[src/rtl/regfile_mp_if.sv]
// Register-file port bundle: writeback, multi-port read, and scoreboard alloc/busy.
// Decode/writeback side drives through master; the register file uses slave.
interface regfile_mp_if #(
  parameter int XLEN  = 32,
  parameter int NREGS = 32,
  parameter int NRD   = 2
);
  localparam int AW = $clog2(NREGS);

  logic                we;
  logic [AW-1:0]       write_addr;
  logic [XLEN-1:0]     result;
  logic [NRD-1:0]      re;
  logic [NRD*AW-1:0]   source;
  logic [NRD*XLEN-1:0] op;
  logic                alloc;
  logic [AW-1:0]       alloc_addr;
  logic [NRD-1:0]      busy;

  modport master (
    output we, write_addr, result, re, source, alloc, alloc_addr,
    input  op, busy
  );

  modport slave (
    input  we, write_addr, result, re, source, alloc, alloc_addr,
    output op, busy
  );
endinterface

[src/rtl/regfile_mp.sv]
// Multi-read-port register file with writeback bypass and per-register busy scoreboard.
// Read latency 0 (REG_READ=0) or 1 (REG_READ=1); no backpressure, busy is advisory to decode.
module regfile_mp #(
  parameter int XLEN     = 32,
  parameter int NREGS    = 32,
  parameter int NRD      = 2,
  parameter int ZERO_R0  = 1,
  parameter int REG_READ = 0
) (
  input logic         clk,
  input logic         clrn,
  regfile_mp_if.slave rf
);
  localparam int AW = $clog2(NREGS);
  localparam bit Z0 = (ZERO_R0 != 0);

  logic [XLEN-1:0]     regs [NREGS];
  logic [NREGS-1:0]    sb;
  logic [AW-1:0]       src  [NRD];
  logic [NRD*XLEN-1:0] vals;
  logic                wr_ok;
  logic                alloc_ok;

  assign wr_ok    = rf.we    && !(Z0 && rf.write_addr == '0);
  assign alloc_ok = rf.alloc && !(Z0 && rf.alloc_addr == '0);

  for (genvar g = 0; g < NRD; g++) begin : g_src
    assign src[g] = rf.source[g*AW +: AW];
  end

  always_ff @(posedge clk or negedge clrn) begin
    if (!clrn) begin
      for (int r = 0; r < NREGS; r++) regs[r] <= '0;
      sb <= '0;
    end else begin
      if (wr_ok) regs[rf.write_addr] <= rf.result;
      if (rf.we) sb[rf.write_addr] <= 1'b0;
      // Alloc applied after the clear so a new producer wins over a retiring one.
      if (alloc_ok) sb[rf.alloc_addr] <= 1'b1;
    end
  end

  always_comb begin
    vals    = '0;
    rf.busy = '0;
    for (int i = 0; i < NRD; i++) begin
      if (Z0 && src[i] == '0)
        vals[i*XLEN +: XLEN] = '0;
      else if (wr_ok && rf.write_addr == src[i])
        vals[i*XLEN +: XLEN] = rf.result;
      else
        vals[i*XLEN +: XLEN] = regs[src[i]];
      rf.busy[i] = sb[src[i]] && !(rf.we && rf.write_addr == src[i]);
    end
  end

  if (REG_READ != 0) begin : g_reg_read
    logic [NRD*XLEN-1:0] op_q;
    always_ff @(posedge clk or negedge clrn) begin
      if (!clrn) begin
        op_q <= '0;
      end else begin
        for (int i = 0; i < NRD; i++)
          if (rf.re[i]) op_q[i*XLEN +: XLEN] <= vals[i*XLEN +: XLEN];
      end
    end
    assign rf.op = op_q;
  end else begin : g_comb_read
    logic unused_re;
    assign unused_re = ^rf.re;
    assign rf.op = vals;
  end
endmodule

[src/flat_wrapper.sv]
// flat-port wrapper written by rule: the top's interface ports become plain ports
module regfile_mp_flat 
#(
  parameter int XLEN     = 32,
  parameter int NREGS    = 32,
  parameter int NRD      = 2,
  parameter int ZERO_R0  = 1,
  parameter int REG_READ = 0
)
  (clk, clrn, rf_we, rf_write_addr, rf_result, rf_re, rf_source, rf_alloc, rf_alloc_addr, rf_op, rf_busy);
  regfile_mp_if #(.XLEN(XLEN), .NREGS(NREGS), .NRD(NRD)) rf_i ();
  input logic clk;
  input logic clrn;
  input wire logic [$bits(rf_i.we)-1:0] rf_we;
  input wire logic [$bits(rf_i.write_addr)-1:0] rf_write_addr;
  input wire logic [$bits(rf_i.result)-1:0] rf_result;
  input wire logic [$bits(rf_i.re)-1:0] rf_re;
  input wire logic [$bits(rf_i.source)-1:0] rf_source;
  input wire logic [$bits(rf_i.alloc)-1:0] rf_alloc;
  input wire logic [$bits(rf_i.alloc_addr)-1:0] rf_alloc_addr;
  output wire logic [$bits(rf_i.op)-1:0] rf_op;
  output wire logic [$bits(rf_i.busy)-1:0] rf_busy;
  assign rf_i.we = rf_we;
  assign rf_i.write_addr = rf_write_addr;
  assign rf_i.result = rf_result;
  assign rf_i.re = rf_re;
  assign rf_i.source = rf_source;
  assign rf_i.alloc = rf_alloc;
  assign rf_i.alloc_addr = rf_alloc_addr;
  assign rf_op = rf_i.op;
  assign rf_busy = rf_i.busy;
  regfile_mp #(.XLEN(XLEN), .NREGS(NREGS), .NRD(NRD), .ZERO_R0(ZERO_R0), .REG_READ(REG_READ)) u_core (.clk(clk), .clrn(clrn), .rf(rf_i));
endmodule
[config.mk]
export PLATFORM = sky130hd
export DESIGN_NAME = regfile_mp_flat
export DESIGN_NICKNAME = d
export VERILOG_FILES = /design/src/rtl/regfile_mp_if.sv /design/src/rtl/regfile_mp.sv /design/src/flat_wrapper.sv
export SDC_FILE = /design/constraint.sdc
export NUM_CORES = 2
export LEC_CHECK = 0
export CAP_MARGIN = 20
export CORE_MARGIN = 2
export CORE_UTILIZATION = 49
export DETAILED_ROUTE_END_ITERATION = 10
export GPL_ROUTABILITY_DRIVEN = 0
export PLACE_DENSITY = 0.65
export RECOVER_POWER = 50
export SETUP_SLACK_MARGIN = 0.02
export SLEW_MARGIN = 20
export SYNTH_ARGS = -nofsm -noshare
export SYNTH_HDL_FRONTEND = slang
export SYNTH_SLANG_ARGS = --single-unit
[constraint.sdc]
create_clock -name clk -period 3.6 [get_ports clk]
set_input_delay 0.72 -clock clk [delete_from_list [all_inputs] [get_ports clk]]
set_output_delay 0.72 -clock clk [all_outputs]
set_load 0.01 [all_outputs]
==> flow_summary_export.csv <==
group,metric,value,unit
clock_tree,clkLatencyLatePin,0.72,ns
worst_hold_path,hp-start,"u_core.regs[995]",
yosys,synth-seq-cells,1056,
sta,setup_viol,2,
pwr,power.net_switching,10.2,mW
pwr,power_frac_seq,44.0,%
floorplanning,die_area,120000,um2
yosys,synth_top_cell_by_area,"dfrtp_1",
floorplanning,die_x,347,um
status,outcome,"complete, but fails checks",
floorplanning,core,116000,um2
finish,regArea,26400,um2
sta,clock.fmax,0.276,GHz
sta,worst_slew_pin_slew,2.58,ns
worst_setup_path,start_kind,"primary input",
floorplanning,start_util,49.5,%
finish,syn2layout_area_growth,19.8,%
worst_setup_path,worstReg2RegEnd,"u_core.regs[534]",
pwr,intPower,25.8,mW
worst_setup_path,critPathBufInv,5,
worst_setup_path,crit_type,"primary input to output port",
yosys,synth_top_area_share,45.9,%
sta,period_needed,3.62,ns
yosys,synthTopCellsByArea,"dfrtp_1 (46%), mux2_2 (16%), mux4_2 (16%)",
yosys,ys_async_sr_fraction,100,%
finish,finalNetCount,4466,
floorplanning,pin_count,124,
clock_tree,cts_made_buffers,116,
worst_setup_path,r2r_cells,2,
detailed_routing,drt-total-wl,205000,um
worst_setup_path,crit_required,2.88,ns
worst_hold_path,hp-class,"flip-flop to flip-flop",
clock_tree,cts.path.max_buffers,3,
clock_tree,cts_tree,"built",
worst_setup_path,cp.arrival,2.90,ns
global_route,track_usage,33.7,%
clock_tree,htree_levels,3,
detailed_routing,routed_via_density,6.84,
placed_design,hpwl,127000,um
pwr,leakagePower,30.7,nW
finish,fillers,9096,
yosys,synth_area,57600,um2
placed_design,dp_worst_setup_slack,-1.06,ns
worst_setup_path,crit_top_cell,"buf_4",
floorplanning,die_h,347,um
worst_setup_path,crit_family,"compound AO/OA/AOI/OAI gates",
worst_setup_path,cp_max_fo,13,
worst_setup_path,slowest_stage,"o211ai_1",
placed_design,port_buffers,121,
worst_setup_path,worstPathCellList,"clkbuf_16, buf_4, nor2b_4, buf_4, buf_4, a221o_1, o21ai_1, nand4_1, o211ai_1, buf_2",
pwr,sw_frac_of_total,28.3,%
detailed_routing,vias,41300,
status,violations,"max-capacitance violations, max-slew violations, negative setup slack",
sta,slew_headroom,-71.9,%
sta,hold_viol_final,0,
worst_setup_path,r2r_start,"u_core.regs[534]",
sta,setup_slack,-0.0226,ns
yosys,syn_nets,4098,
yosys,synthCells,4040,
detailed_routing,drt_iter0_markers,5343,
pwr,clkPwrFrac,33.5,%
clock_tree,clock-root-buffer,"clkbuf_16",
detailed_routing,firstDrtPassIters,5,
sta,rsz0062_at_grt,"true",
sta,min_period_over_period,101,%
global_route,antenna_found_initial,5,
global_route,grt_max_degree,166,
pwr,power_frac_comb,22.5,%
detailed_routing,drc_errors,0,
finish,drive_above_1_share,47.9,%
yosys,synth.most_common_cell,"dfrtp_1",
yosys,synth_cell_types,71,
pwr,irDropWorstVdd,0.440,mV
global_route,grt_pass1_wl,295000,um
global_route,grt.overflow.total,0,
clock_tree,clkSinkCount,1056,
floorplanning,num_rows,125,
worst_setup_path,crit_end,"rf_op[11]",
yosys,yosys_warnings,0,
sta,fin_tns_setup,-0.0447,ns
worst_setup_path,path_depth,10,
yosys,postSynthAreaPerCell,14.3,um2
worst_setup_path,startpoint,"rf_source[1]",
worst_setup_path,critPathCaptureType,"output port",
finish,multi_input_area,29500,um2
sta,skew,0,ns
run,cap_violations,9,
sta,slew_violations,572,
worst_setup_path,cp_slowest_stage_delay,0.47,ns
yosys,synth_top_cells_by_count,"dfrtp_1 (1056), mux2_2 (833), mux4_2 (409), mux2i_1 (287), mux2_1 (208)",
pwr,powerDensity,522,nW/um2
clock_tree,clk_pin_slew,0.06,ns
yosys,seq_area_frac_synth,45.9,%
detailed_routing,antenna_left,0,
global_route,grt_pass1_vias,41400,
yosys,yosys_most_used_dff,"dfrtp_1",
detailed_routing,wire_per_inst,33.9,um
yosys,synth-edff-count,0,
worst_setup_path,rrSetupSlack,2.69,ns
-- sequential cells by signal (all words and copies together) (netlist names) --
name and cells:
u_core.sb 32, u_core.regs 1024
-- cell usage in the layout (no fill, tap or decap), drive strengths merged, types with 7 or more instances in the layout --
cell	count
a2111oi	9
a211oi	7
a21oi	54
a221o	35
a221oi	52
a22o	29
a22oi	41
buf	576
clkbuf	207
clkdlybuf4s15	9
clkdlybuf4s50	39
clkinv	23
dfrtp	1056
dlygate4sd2	46
inv	11
mux2	1041
mux2i	287
mux4	409
nand2	85
nand2b	11
nand3	30
nand3b	11
nor2	83
nor2b	10
nor3	43
nor3b	12
o211ai	22
o21ai	86
o221ai	8
o22ai	58
or2	12
xnor2	10
-- timing repair --
| action | CTS | global route |
|---|---|---|
| hold buffers | 1 | 0 |
| setup buffers | 32 | 13 |
| gates cloned | 7 | 4 |
| setup endpoints to repair | 66 | 48 |
| resized for setup | 233 | 60 |
| pin swaps | 26 | 17 |
| endpoints found under the hold margin | 25 | 0 |
-- metal layers --
layer  up-vias  wire, um  track usage [%]
met4         4      9500             14.2
met1     22200     83000             47.2
met2      2213     92400             51.1
met3       486     19600             7.28
li1      16400         -                -
met5         -        15                0
-- power by group through the flow --
stage / registers, mW / clock network, mW / logic [mW]
after floorplan: 15.4 / 0 / 5.45
after CTS: 15.7 / 12.2 / 8.01
after detailed placement: 15.9 / 0 / 7.87
after global routing: 16.1 / 12.6 / 8.59
after global placement: 15.8 / 0 / 7.72
final: 15.8 / 12.1 / 8.11
-- layout make-up --
type                    count  share of cell area, %
multi-input cells        2526                   42.8
diodes                      2                0.00725
well taps                1524                   2.76
clock inverters            35                  0.497
inverters                   6                 0.0326
flip-flops and latches   1056                   38.3
clock buffers             179                   5.04
repair buffers            702                   10.6
-- cells by family after synthesis --
logic type      Yosys count  synth area share (%)
mux                    1737                  41.3
flops                  1056                  45.9
buf+inv                 458                  4.10
compound gates          451                  5.73
simple gates            328                  2.81
xor+xnor                 10                 0.152
-- how the worst min path moves through the flow --
stage	end	slack [ns]	cells after the start
final	u_core.regs[995]	0.40	0
after global placement	u_core.regs[1019]	0.38	0
after CTS	u_core.regs[1005]	0.40	0
after floorplan	u_core.regs[0]	0.42	0
after global routing	u_core.regs[992]	0.41	0
after detailed placement	u_core.regs[1005]	0.38	0
-- stage by stage --
step	utilization, %	instance area [um2]	cells	hold WS (ns)	power [mW]
finish	59.3	69000	6030	0.400	36.0
CTS	59.2	68900	6012	0.397	35.9
detailed placement	55.0	64000	5761	0.384	23.8
global route	59.3	69000	6028	0.408	37.3
floorplan	-	57600	4040	0.424	20.8
global placement	55.0	64000	5761	0.379	23.5
Note: power is estimated with default switching activity, not from simulation.
